### config.mk
export PLATFORM = sky130hd
export DESIGN_NAME = fp_minmax_scan
export DESIGN_NICKNAME = d
export VERILOG_FILES = /design/src/rtl/fp_minmax_pkg.sv /design/src/rtl/fp_less.sv /design/src/rtl/fp_minmax_scan.sv
export SDC_FILE = /design/constraint.sdc
export NUM_CORES = 1
export LEC_CHECK = 0
export ABC_AREA = 1
export BUFFER_PORTS_ARGS = -buffer_cell sky130_fd_sc_hd__buf_4
export CORE_UTILIZATION = 60
export CTS_CLUSTER_DIAMETER = 40
export DETAILED_ROUTE_END_ITERATION = 10
export HOLD_SLACK_MARGIN = 0.1
export PLACE_DENSITY = 0.89
export SYNTH_ARGS = -nofsm -noshare
export SYNTH_HDL_FRONTEND = slang
export SYNTH_SLANG_ARGS = --single-unit
### constraint.sdc
create_clock -name clk -period 4.46 [get_ports clk]
set_clock_uncertainty 0.05 [all_clocks]
set_input_delay 0.892 -clock clk [delete_from_list [all_inputs] [get_ports clk]]
set_output_delay 0.892 -clock clk [all_outputs]
set_load 0.005 [all_outputs]
### src/rtl/fp_minmax_pkg.sv
// Shared definitions for the streaming floating-point min/max scanner:
// word/index width helpers, the scan state encoding and the signed-zero rule.
package fp_minmax_pkg;

    // Full word width of a float with the given exponent and mantissa fields
    function automatic int word_width(input int exp_w, input int man_w);
        return 1 + exp_w + man_w;
    endfunction

    // Channel index width, never narrower than one bit
    function automatic int index_width(input int n_ch);
        return (n_ch > 2) ? $clog2(n_ch) : 1;
    endfunction

    typedef enum logic {
        SCAN = 1'b0,
        HOLD = 1'b1
    } state_t;

    // A zero magnitude is always treated as positive, so +0 and -0 compare equal
    function automatic logic canon_sign(input logic sign, input logic mag_zero);
        return sign & ~mag_zero;
    endfunction

endpackage

### src/rtl/fp_less.sv
// Combinational a < b for raw float bit patterns. With SIGNED_CMP set the
// ordering is sign aware (negatives below positives, signed zeros equal);
// otherwise only the {exp,man} magnitude is compared.
module fp_less
    import fp_minmax_pkg::*;
#(
    parameter int EXP_W      = 8,
    parameter int MAN_W      = 23,
    parameter int SIGNED_CMP = 1,
    localparam int W         = word_width(EXP_W, MAN_W)
) (
    input  logic [W-1:0] a,
    input  logic [W-1:0] b,
    output logic         lt
);

    logic [W-2:0] mag_a;
    logic [W-2:0] mag_b;
    logic         sign_a;
    logic         sign_b;
    logic         mag_lt;
    logic         mag_gt;

    assign mag_a  = a[W-2:0];
    assign mag_b  = b[W-2:0];
    assign sign_a = canon_sign(a[W-1], mag_a == '0);
    assign sign_b = canon_sign(b[W-1], mag_b == '0);
    assign mag_lt = mag_a < mag_b;
    assign mag_gt = mag_a > mag_b;

    // Pick the ordering from the (canonical) signs; negatives invert magnitude order
    always_comb begin
        lt = mag_lt;
        if (SIGNED_CMP != 0) begin
            case ({sign_a, sign_b})
                2'b00:   lt = mag_lt;
                2'b10:   lt = 1'b1;
                2'b01:   lt = 1'b0;
                default: lt = mag_gt;
            endcase
        end
    end

endmodule

### src/rtl/fp_minmax_scan.sv
// Streaming min/max finder over vectors of N_CH floats. Elements are taken
// one per handshake; after the last one the extremes and their channel
// indices are held until the consumer takes them.
module fp_minmax_scan
    import fp_minmax_pkg::*;
#(
    parameter int EXP_W      = 8,
    parameter int MAN_W      = 23,
    parameter int N_CH       = 4,
    parameter int SIGNED_CMP = 1,
    localparam int W         = word_width(EXP_W, MAN_W),
    localparam int IDX_W     = index_width(N_CH)
) (
    input  logic             clk,
    input  logic             rst_n,
    input  logic             abort,
    input  logic             in_valid,
    output logic             in_ready,
    input  logic [W-1:0]     in_data,
    output logic             out_valid,
    input  logic             out_ready,
    output logic [W-1:0]     out_max,
    output logic [W-1:0]     out_min,
    output logic [IDX_W-1:0] out_max_idx,
    output logic [IDX_W-1:0] out_min_idx
);

    localparam logic [IDX_W-1:0] LAST_IDX = IDX_W'(N_CH - 1);

    state_t           state;
    logic [IDX_W-1:0] count;
    logic             max_lt_new;
    logic             new_lt_min;
    logic             accept;

    // Running max is replaced only when strictly exceeded, so ties keep the earliest channel
    fp_less #(
        .EXP_W     (EXP_W),
        .MAN_W     (MAN_W),
        .SIGNED_CMP(SIGNED_CMP)
    ) u_max_cmp (
        .a (out_max),
        .b (in_data),
        .lt(max_lt_new)
    );

    fp_less #(
        .EXP_W     (EXP_W),
        .MAN_W     (MAN_W),
        .SIGNED_CMP(SIGNED_CMP)
    ) u_min_cmp (
        .a (in_data),
        .b (out_min),
        .lt(new_lt_min)
    );

    assign in_ready = (state == SCAN) && !abort;
    assign accept   = in_valid && in_ready;

    // Scan state, element counter and the running/held result registers
    always_ff @(posedge clk or negedge rst_n) begin
        if (!rst_n) begin
            state       <= SCAN;
            count       <= '0;
            out_valid   <= 1'b0;
            out_max     <= '0;
            out_min     <= '0;
            out_max_idx <= '0;
            out_min_idx <= '0;
        end else begin
            case (state)
                SCAN: begin
                    if (abort) begin
                        count <= '0;
                    end else if (accept) begin
                        if (count == '0) begin
                            out_max     <= in_data;
                            out_min     <= in_data;
                            out_max_idx <= '0;
                            out_min_idx <= '0;
                        end else begin
                            if (max_lt_new) begin
                                out_max     <= in_data;
                                out_max_idx <= count;
                            end
                            if (new_lt_min) begin
                                out_min     <= in_data;
                                out_min_idx <= count;
                            end
                        end
                        if (count == LAST_IDX) begin
                            state     <= HOLD;
                            out_valid <= 1'b1;
                            count     <= '0;
                        end else begin
                            count <= count + 1'b1;
                        end
                    end
                end
                HOLD: begin
                    if (out_ready) begin
                        state     <= SCAN;
                        out_valid <= 1'b0;
                    end
                end
            endcase
        end
    end

endmodule

Word level (Yosys, flattened, before mapping)
Cells that the tools add are included.
Word-level totals
  bits in registers: 72
  logic and storage cells: 68
  output and inout bits: 70
  bits of input ports: 37
Cells by class
  bitwise logic cells: 8
  $lt $le $gt $ge: 4
  add/subtract/negate cells: 1
  mux-type cells: 23
  reduce and logical (&&, ||, !) cells: 16
  equal/unequal tests: 9
Operator list (count)
  $mux W32: 4
  $logic_not A31 Y1: 3
  $gt A31 B31 Y1: 2
  $lt A31 B31 Y1: 2
  $mux W2: 7
  $reduce_and A4 Y1: 3
  $mux W1: 8
  $eq A2 B2 Y1 const B: 3
  $logic_not A2 Y1: 3
  $ne A2 B2 Y1 const B: 3
  $pmux W1 S3: 2
  $reduce_bool A2 Y1: 3
  $not A1 Y1: 5
  $eq A2 B1 Y1 const B: 2
  $pmux W1 S2: 2
  $and A1 B1 Y1: 3
  $add A2 B1 Y2 const B: 1
  $logic_and A1 B1 Y1: 2
  $ne A2 B1 Y1 const B: 1
  $reduce_and A2 Y1: 1
  $logic_not A1 Y1: 1

Longest topological paths before layout
Gate-level depths: netlist of run 1.
  word-level depth: 7
  mapped depth: 19

Cells and area by module
Synthesis of run 1 repeated with hierarchy kept, for this count alone.
Unflattened totals
  cells, all modules: 774
  area, all modules: 5413.9 µm²
By module, submodules not included
  fp_minmax_scan: sequential area each 1801.7 µm², times used 1, area an instance 3079.2 µm², cells an instance 332
  fp_less: sequential area each 0.0 µm², times used 2, area an instance 1167.4 µm², cells an instance 221

Least setup slack after synthesis of run 1
Ideal clock, no wire load.
  kind: in2reg
  start point: in in_data[30]
  end point: reg out_max[22]
  setup slack: 1.971 ns
  setup time: 0.117 ns
  stages: 16
  arrival: 2.322 ns
  cell sequence: inv_1 -> ha_1 -> nand2_1 -> nor2_1 -> nand4_1 -> nor3_2 -> nand2_1 -> nand2_1 -> nand2_1 -> nand2_1 -> nand2_2 -> nand2_4 -> nand2_4 -> buf_6 -> nand2_1 -> nand2_1
On the way
  cells in the longest elaborated chain, start to end: 7
RTL lines
  start: declaration: line fp_minmax_scan.sv:19  | input logic [W-1:0] in_data,
  branches (longest 4 deep; another with $gt A31 B31 Y1)
  $pmux W1 S3 (*): line fp_less.sv:35  | case ({sign_a, sign_b})
  $reduce_bool A2 Y1 (no source line) (*)
  $reduce_and A4 Y1 (no source line) (*)
  end signal: assignment: line fp_minmax_scan.sv:77  | out_max <= in_data;
  end signal: assignment: line fp_minmax_scan.sv:83  | out_max <= in_data;
  end: declaration: line fp_minmax_scan.sv:22  | output logic [W-1:0] out_max,
Mark *: on every way between the ends.
A chain may end at the register's enable or synchronous reset.

Worst setup path after layout of run 1
  start point: in in_data[30]
  end point: reg out_max_idx[0]
On the way
  cells in the longest elaborated chain, start to end: 7
RTL lines
  branches (longest 4 deep; another with $gt A31 B31 Y1)
  $pmux W1 S3 (*): line fp_less.sv:35
  $reduce_bool A2 Y1 (no source line) (*)
  $reduce_and A4 Y1 (no source line) (*)
  end signal: assignment: line fp_minmax_scan.sv:84  | out_max_idx <= count;
  end: declaration: line fp_minmax_scan.sv:24  | output logic [IDX_W-1:0] out_max_idx,
Marked as above.

==> impl_metrics.py, run 1 <==
metrics = {
    "status": {
        "status": "finished clean",
    },
    "finish": {
        "drive_gt1_frac": 0.168,
        "fin_area_sq_um": 5960,
        "diodes": 0,
        "register_area_sq_um": 1800,
        "nFillCells": 610,
        "nets": 871,
        "multi_input_area_sq_um": 2640,
        "syn2layout_area_growth_pct": 20.5,
    },
    "place": {
        "io_buffers": 106,
        "dpl_cell_area_sq_um": 5740,
        "gp_congestion": 0.871,
        "hpwl_mm": 9.54,
        "place_ws_ns": 1.06,
    },
    "logic_synthesis": {
        "avgSynthCellArea_sq_um": 7.37,
        "yosys.area.top_type_share": 0.364,
        "ys_types": 22,
        "synth_seq_cells": 72,
        "synthTopCellsByArea": "dfrtp_1 36%, nand2_1 18%, ha_1 16%, nand3_1 7.9%, inv_1 7.4%",
        "syn_inst": 671,
        "synth_common_cells": "237 x nand2_1, 97 x inv_1, 78 x nand3_1",
        "synth_edf_count": 0,
        "synth_ff_type": "dfrtp_1",
        "synth_top_cell_by_area": "dfrtp_1",
        "async_reset_ff_frac": 1.00,
        "synth_most_common_cell": "nand2_1",
        "ys_seq_area_frac": 0.364,
        "post_synth_instance_area_sq_um": 4950,
        "yosysWarnings": 0,
        "syn_nets": 772,
    },
    "die": {
        "start_util": 0.630,
        "core-area_sq_um": 7850,
        "die_y_um": 92.8,
        "row_count": 32,
        "die_w_um": 92.8,
        "fp.dieArea_sq_um": 8610,
        "io_pins": 107,
    },
    "power_and_ir_drop": {
        "peakVddDrop_mv": 0.317,
        "p_leak_nw": 3.50,
        "pwr_density_cell_nw_per_um2": 627,
    },
    "cts": {
        "clk_latency_ns": 0.35,
        "clock-root-buffer": "clkbuf_8",
        "ctsHoldBuffers": 0,
        "numCtsBuffers": 9,
        "cts.repair.resized": 0,
        "cts_buffer_depth": 2,
        "cts_tree": "done",
        "cts_setup_buffers": 0,
        "htree_levels": 3,
        "numClockSinks": 72,
        "path_clk_slew_ns": 0.08,
    },
    "critical_path": {
        "crit_arrival_ns": 3.30,
        "critPathKind": "input port to register",
        "crit_top_cell": "nand2_1",
        "r2r_cells": 14,
        "end_kind": "register",
        "crit_chain": "buf_4 > inv_1 > ha_1 > nand2_1 > nor2_1 > nand4_1 > nor3_2 > nand2_1 > nand2_1 > nand2_1 > nand2_1 > nand2_2 > nand2_4 > nand2_4 > nand2_1 > nand2_1",
        "worstReg2RegStart": "out_max[30]",
        "max_stage_delay_ns": 0.36,
        "reg2reg_setup_slack_ns": 1.61,
        "rr_endpoint": "out_max_idx[0]",
        "cp_max_fo": 35,
        "crit_slowest_cell": "nand2_4",
        "start_kind": "input port",
        "required_ns": 4.65,
    },
    "timing": {
        "rsz0062_at_grt": "no",
        "drv_slew": 0,
        "tns_ns": 0,
        "hold_violations": 0,
        "setup_violations": 0,
        "fin_ws_ns": 1.35,
        "fmax_mhz": 321,
        "worstMarginPinSlew_ns": 0.928,
        "slew_headroom": 0.381,
        "period_share": 0.698,
        "finalCriticalPeriod_ns": 3.11,
    },
    "grt": {
        "grt_pass1_vias": 4803,
        "grt_usage": 0.327,
        "grt_max_degree": 73,
        "grt_pass1_wl_mm": 22.1,
        "antenna_found_initial": 0,
        "grt_overflow": 0,
    },
    "routing": {
        "vias": 4971,
        "wl_per_cell_um": 15.1,
        "routed_via_density": 5.67,
        "antenna_left": 0,
        "drcViolationCount": 0,
        "first_pass_iters": 6,
        "routed_wl_mm": 13.3,
        "dr.first_iter.drc_count": 330,
    },
    "min_path": {
        "hold_path_depth": 2,
        "hold_path.class": "register to register",
        "min_to": "out_min_idx[0]",
        "min_from": "out_min_idx[0]",
    },
    "job": {
        "max_cap_viol_count": 0,
    },
}
==> sequential cells by signal, summed over array words and instances (netlist names) <==
name / cells
out_valid: 1
count: 2
out_min: 32
state: 1
out_min_idx: 2
out_max_idx: 2
out_max: 32
==> area by class of cell <==
cell class	instances	area share
multi-input cells	482	0.443
inverters	98	0.0617
repair buffers	107	0.135
well taps	102	0.0214
clock buffers	11	0.0237
clock inverters	5	0.0134
flip-flops and latches	72	0.302
==> cells in the final DEF, fill, tap and decap left out, drive strengths merged <==
cell      instances
clkbuf           11
nand3b            4
inv              98
clkinvlp          2
a21o              4
nand3            78
nand4            15
buf             107
clkinv            1
nor2             37
nor4              8
bufinv            2
a21oi            20
nor3              3
ha               64
o21ai             5
dfrtp            72
o21a              2
nand2           242
==> per-layer routing <==
metal  routed length, um  part of all wire  GRT usage
met3                 984             0.074     0.0567
met2                6540              0.49      0.532
met5                   0                 0          0
met1                5370              0.41      0.430
met4                 362             0.027      0.137
==> worst max-delay path, delay by kind of cell <==
kind / cells / cell delay [ns]
adders and majority gates: 1 / 0.30
buffers and inverters: 2 / 0.18
and+or+nand+nor: 13 / 1.92
==> through the flow <==
step	std cells	utilization	hold slack [ns]	power (mW)
6_report	877	0.759	0.439	3.73
5_1_grt	877	0.759	0.485	4.04
4_1_cts	877	0.759	0.439	3.72
3_5_place_dp	861	0.731	0.412	3.11
3_3_place_gp	861	0.731	0.412	3.00
2_1_floorplan	671	-	0.415	2.30
==> how the worst max path moves through the flow <==
| stage | from | endpoint | cells past startpoint |
|---|---|---|---|
| floorplan | in_data[30] | out_max[22] | 16 |
| global placement | in_data[30] | out_max[3] | 16 |
| detailed placement | in_data[30] | out_max[12] | 16 |
| CTS | in_data[30] | out_max_idx[0] | 16 |
| global route | in_data[30] | out_max_idx[0] | 16 |
| finish | in_data[30] | out_max_idx[0] | 16 |
==> kinds of logic (layout without fill, tap and decap cells) <==
kind of cell / count (synthesis) / after routing / share of synthesized area
AND/OR/NAND/NOR: 387 / 387 / 0.337
buffers and inverters: 117 / 221 / 0.102
flip-flops: 72 / 72 / 0.364
adder cells (fa/ha/maj): 64 / 64 / 0.162
AO/OA/AOI/OAI: 31 / 31 / 0.0344
==> where the power goes <==
| part | switching (mW) | internal [mW] |
|---|---|---|
| Sequential | 0.347 | 0.949 |
| Clock | 0.259 | 0.330 |
| Combinational | 1.01 | 0.842 |
| Total | 1.61 | 2.12 |
No activity file was read; power rests on OpenSTA's default activity.
==> inputs of run 2 (changes only) <==
--- a/config.mk
+++ b/config.mk
@@ -7,11 +7,11 @@
 export LEC_CHECK = 0
 export ABC_AREA = 1
 export BUFFER_PORTS_ARGS = -buffer_cell sky130_fd_sc_hd__buf_4
-export CORE_UTILIZATION = 60
+export CORE_UTILIZATION = 50
 export CTS_CLUSTER_DIAMETER = 40
 export DETAILED_ROUTE_END_ITERATION = 10
 export HOLD_SLACK_MARGIN = 0.1
-export PLACE_DENSITY = 0.89
+export PLACE_DENSITY = 0.79
 export SYNTH_ARGS = -nofsm -noshare
 export SYNTH_HDL_FRONTEND = slang
 export SYNTH_SLANG_ARGS = --single-unit
==> constraint.sdc (replaced) <==
create_clock -name clk -period 2.8 [get_ports clk]
set_clock_uncertainty 0.05 [all_clocks]
set_input_delay 0.56 -clock clk [delete_from_list [all_inputs] [get_ports clk]]
set_output_delay 0.56 -clock clk [all_outputs]
set_load 0.005 [all_outputs]
==> run 2 against run 1 <==
Combinational power rose by 61%; global-route usage fell by 5.2 points; largest power group unchanged; first-iteration DRC count down 15%; critical endpoint unchanged; hold slack got worse by 0.14 ns; wire length rose by 0.53%; sequential power up 59%.
==> impl_metrics.py, run 2 (synthesized netlist as in run 1, its figures left out) <==
metrics = {
    "finish": {
        "syn2layout_area_growth_pct": 21.8,
        "mostFrequentLayoutCells": "237 x nand2_1, 111 x buf_4, 97 x inv_1, 78 x nand3_1, 72 x dfrtp_1",
        "final_common_cell": "nand2_1",
        "final_core_util": 0.640,
        "top_regs": "out_max: 32 flops, out_min: 32 flops",
        "drive_gt1_frac": 0.172,
        "nets": 875,
        "fin_area_sq_um": 6020,
        "stdcell_count": 908,
        "diodes": 0,
    },
    "routing": {
        "dr.first_iter.drc_count": 281,
        "drcViolationCount": 0,
        "first_pass_iters": 5,
        "vias": 4810,
        "routed_wl_mm": 13.3,
        "antenna_left": 0,
        "routed_via_density": 5.30,
        "wl_per_cell_um": 14.7,
    },
    "grt": {
        "grt_pass1_wl_mm": 22.0,
        "antenna_found_initial": 0,
        "grt_usage": 0.274,
        "grt_overflow": 0,
        "grt_pass1_vias": 4619,
        "grt_max_degree": 73,
    },
    "power_and_ir_drop": {
        "p_int_mw": 3.40,
        "power_mw": 5.97,
        "switchingPower_mw": 2.57,
        "share_comb_of_total_power": 0.497,
        "p_clk_frac": 0.157,
        "pwr_density_cell_nw_per_um2": 992,
        "power_frac_seq": 0.346,
        "peakVddDrop_mv": 0.538,
        "swShare": 0.430,
        "p_leak_nw": 3.52,
    },
    "place": {
        "gp_congestion": 0.914,
        "place_ws_ns": 0.0717,
        "dpl_cell_area_sq_um": 5800,
        "hpwl_mm": 9.81,
        "io_buffers": 106,
        "dp.cells": 892,
    },
    "cts": {
        "path_clk_slew_ns": 0.07,
        "cts.repair.resized": 0,
        "numCtsBuffers": 9,
        "cts_tree": "done",
        "cts_buffer_depth": 2,
        "numClockSinks": 72,
        "clock-root-buffer": "clkbuf_8",
        "ctsHoldBuffers": 0,
        "clk_latency_ns": 0.35,
        "cts_setup_buffers": 0,
        "htree_levels": 3,
    },
    "critical_path": {
        "critPathKind": "register to register",
        "crit_slowest_cell": "dfrtp_1",
        "end_kind": "register",
        "reg2reg_setup_slack_ns": 0.31,
        "r2r_cells": 14,
        "max_stage_delay_ns": 0.44,
        "required_ns": 3.03,
        "crit_arrival_ns": 2.72,
        "worstReg2RegStart": "out_max[28]",
        "crit_chain": "ha_1 > nand2_1 > nor2_1 > nand4_1 > nor3_2 > nand2_1 > nand2_1 > nand2_1 > nand2_1 > nand2_2 > nand2_4 > buf_4 > nand3_1 > nand2_1",
        "start_kind": "register",
        "rr_endpoint": "out_max_idx[0]",
        "cp_max_fo": 25,
        "crit_top_cell": "nand2_1",
        "cp_top_family": "simple AND/OR/NAND/NOR gates",
        "crit_buf_inv": 1,
    },
    "die": {
        "die_y_um": 101,
        "fp.dieArea_sq_um": 10300,
        "row_count": 35,
        "start_util": 0.525,
        "io_pins": 107,
        "core-area_sq_um": 9420,
        "die_w_um": 101,
    },
    "timing": {
        "slew_headroom": 0.377,
        "rsz0062_at_grt": "no",
        "fmax_mhz": 402,
        "fin_ws_ns": 0.312,
        "hold_violations": 0,
        "holdWs_ns": 0.297,
        "setup_violations": 0,
        "worstMarginPinSlew_ns": 0.934,
        "tns_ns": 0,
        "finalCriticalPeriod_ns": 2.49,
        "drv_slew": 0,
        "period_share": 0.889,
    },
    "status": {
        "status": "finished clean",
    },
    "min_path": {
        "hold_path.class": "input port to async pin",
    },
    "job": {
        "max_cap_viol_count": 0,
    },
}
run 2: cell types whose count changed in the layout (fill, tap and decap cells not counted):
| cell | before | now |
|---|---|---|
| buf_4 | 107 | 111 |
run 2: final cells by class:
type	count	area (sq um)
clock inverter	5	80.1
timing repair buffer	111	833
sequential	72	1800
fill	813	3390
inverter	98	368
multi-input combinational	482	2640
clock buffer	11	141
tap	129	161
run 2: how the worst max path moves through the flow:
stage                           start        endpoint  slack, ns  cells after the start
after floorplan           in_data[30]     out_max[22]       0.64                     16
after global placement    in_data[30]  out_max_idx[1]       0.11                     16
after detailed placement  in_data[30]  out_max_idx[0]       0.07                     16
after CTS                 out_max[28]  out_max_idx[0]       0.34                     14
after global routing      out_max[28]     out_max[17]       0.05                     14
final                     out_max[28]  out_max_idx[0]       0.31                     14
run 2: per-layer routing:
layer,global-route usage,share of wire,wire [um],vias to the layer above
li1,-,-,-,2346
met1,0.354,0.43,5790,2275
met2,0.484,0.50,6640,168
met3,0.0345,0.051,683,21
met4,0.0792,0.016,217,0
met5,0,0,0,-
run 2: power by group through the flow:
stage | clock network [mW] | logic, mW | registers, mW
global route | 0.991 | 3.39 | 2.12
finish | 0.939 | 2.97 | 2.07
global placement | 0 | 2.83 | 2.05
detailed placement | 0 | 2.95 | 2.07
CTS | 0.942 | 2.98 | 2.05
floorplan | 0 | 1.71 | 1.96
==> inputs of run 3 (changes only) <==
--- a/config.mk
+++ b/config.mk
@@ -7,6 +7,7 @@
 export LEC_CHECK = 0
 export ABC_AREA = 1
 export BUFFER_PORTS_ARGS = -buffer_cell sky130_fd_sc_hd__buf_4
+export CORE_ASPECT_RATIO = 1.25
 export CORE_UTILIZATION = 50
 export CTS_CLUSTER_DIAMETER = 40
 export DETAILED_ROUTE_END_ITERATION = 10
==> run 3 against run 2 <==
First-iteration DRC count up 7.8%; core utilization down 0.28 points; sequential cell count unchanged; final cell count down 0.22%; sequential power about the same; power up 4.1%; combinational power about the same; hold slack better by 0.015 ns; largest power group unchanged.
==> impl_metrics.py, run 3 (synthesized netlist as in run 1, its figures left out) <==
metrics = {
    "finish": {
        "final_core_util": 0.637,
        "fin_area_sq_um": 6120,
        "mostFrequentLayoutCells": "237 x nand2_1, 112 x buf_4, 97 x inv_1, 78 x nand3_1, 72 x dfrtp_1",
        "stdcell_count": 906,
        "drive_gt1_frac": 0.171,
        "nets": 876,
        "diodes": 0,
        "top_regs": "out_max: 32 flops, out_min: 32 flops",
        "final_common_cell": "nand2_1",
        "syn2layout_area_growth_pct": 23.8,
    },
    "job": {
        "max_cap_viol_count": 0,
    },
    "critical_path": {
        "crit_buf_inv": 1,
        "worstReg2RegStart": "out_min[30]",
        "end_kind": "register",
        "crit_slowest_cell": "dfrtp_1",
        "critPathKind": "register to register",
        "cp-startpoint": "out_min[30]",
        "crit_arrival_ns": 2.62,
        "crit_top_cell": "nand2_1",
        "max_stage_delay_ns": 0.38,
        "start_kind": "register",
        "required_ns": 2.98,
        "cp_max_fo": 34,
        "cp_top_family": "simple AND/OR/NAND/NOR gates",
        "crit_chain": "inv_1 > ha_1 > nand2_1 > nor2_1 > nand4_1 > nor2_1 > nand2_1 > nand2_1 > nand2_1 > nand2_1 > nand2_1 > nand2_4 > nand2_4 > nand2_1 > nand2_1",
    },
    "routing": {
        "routed_via_density": 5.20,
        "drcViolationCount": 0,
        "first_pass_iters": 5,
        "dr.first_iter.drc_count": 303,
        "routed_wl_mm": 12.8,
        "wl_per_cell_um": 14.2,
        "vias": 4708,
        "antenna_left": 0,
    },
    "place": {
        "hpwl_mm": 9.58,
        "dpl_cell_area_sq_um": 5810,
        "dp.cells": 890,
        "gp_congestion": 0.869,
        "io_buffers": 106,
        "place_ws_ns": 0.137,
    },
    "power_and_ir_drop": {
        "peakVddDrop_mv": 0.529,
        "p_leak_nw": 3.58,
        "pwr_density_cell_nw_per_um2": 1020,
    },
    "cts": {
        "cts_setup_buffers": 0,
        "clk_latency_ns": 0.34,
        "numCtsBuffers": 9,
        "cts_tree": "done",
        "ctsHoldBuffers": 0,
        "path_clk_slew_ns": 0.05,
        "htree_levels": 3,
        "cts.repair.resized": 0,
        "clock-root-buffer": "clkbuf_16",
        "cts_buffer_depth": 2,
        "numClockSinks": 72,
    },
    "die": {
        "start_util": 0.515,
        "core-area_sq_um": 9610,
        "io_pins": 107,
        "die_w_um": 91.0,
        "fp.dieArea_sq_um": 10300,
        "row_count": 40,
        "die_y_um": 113,
    },
    "timing": {
        "fmax_mhz": 410,
        "finalCriticalPeriod_ns": 2.44,
        "setup_violations": 0,
        "drv_slew": 0,
        "slew_headroom": 0.369,
        "tns_ns": 0,
        "fin_ws_ns": 0.359,
        "hold_violations": 0,
        "worstMarginPinSlew_ns": 0.947,
        "period_share": 0.872,
        "rsz0062_at_grt": "no",
    },
    "min_path": {
        "hold_path.class": "input port to async pin",
    },
    "grt": {
        "grt_pass1_vias": 4559,
        "antenna_found_initial": 0,
        "grt_pass1_wl_mm": 21.3,
        "grt_usage": 0.263,
        "grt_max_degree": 73,
        "grt_overflow": 0,
    },
    "status": {
        "status": "finished clean",
    },
}
==> run 3: cell type report <==
cell class / instances / area, sq um
flip-flops and latches: 72 / 1800
repair buffers: 112 / 841
well taps: 126 / 158
inverters: 98 / 368
clock inverters: 3 / 65.1
clock buffers: 13 / 250
multi-input cells: 482 / 2640
fillers: 883 / 3490
==> run 3: routing by layer <==
metal | up-vias | wire length (um) | track usage
met5 | - | 0 | 0
met4 | 0 | 225 | 0.106
met3 | 24 | 671 | 0.0491
met2 | 149 | 6810 | 0.469
met1 | 2182 | 5120 | 0.311
li1 | 2353 | - | -
==> run 3: power breakdown <==
group	switching [mW]	total (mW)	internal (mW)
registers	0.526	2.04	1.52
logic	1.57	2.94	1.37
clock network	0.432	1.24	0.804
total	2.53	6.22	3.69
==> run 3: final timing paths <==
kind	cells after the start	to	slack [ns]
min in group clk	2	state	0.36
setup reg to reg	15	out_min[27]	0.36
hold reg to reg	2	out_min_idx[0]	0.42
hold / removal	1	out_min[25]	0.31
setup / recovery	15	out_min[27]	0.36
max in group asynchronous	1	out_min[10]	1.77
==> run 3: per-stage QoR <==
| stage | hold slack, ns | total power, mW |
|---|---|---|
| floorplan | 0.214 | 3.67 |
| finish | 0.312 | 6.22 |
| detailed placement | 0.414 | 4.98 |
| global placement | 0.411 | 4.86 |
| CTS | 0.346 | 6.26 |
| global route | 0.375 | 6.76 |
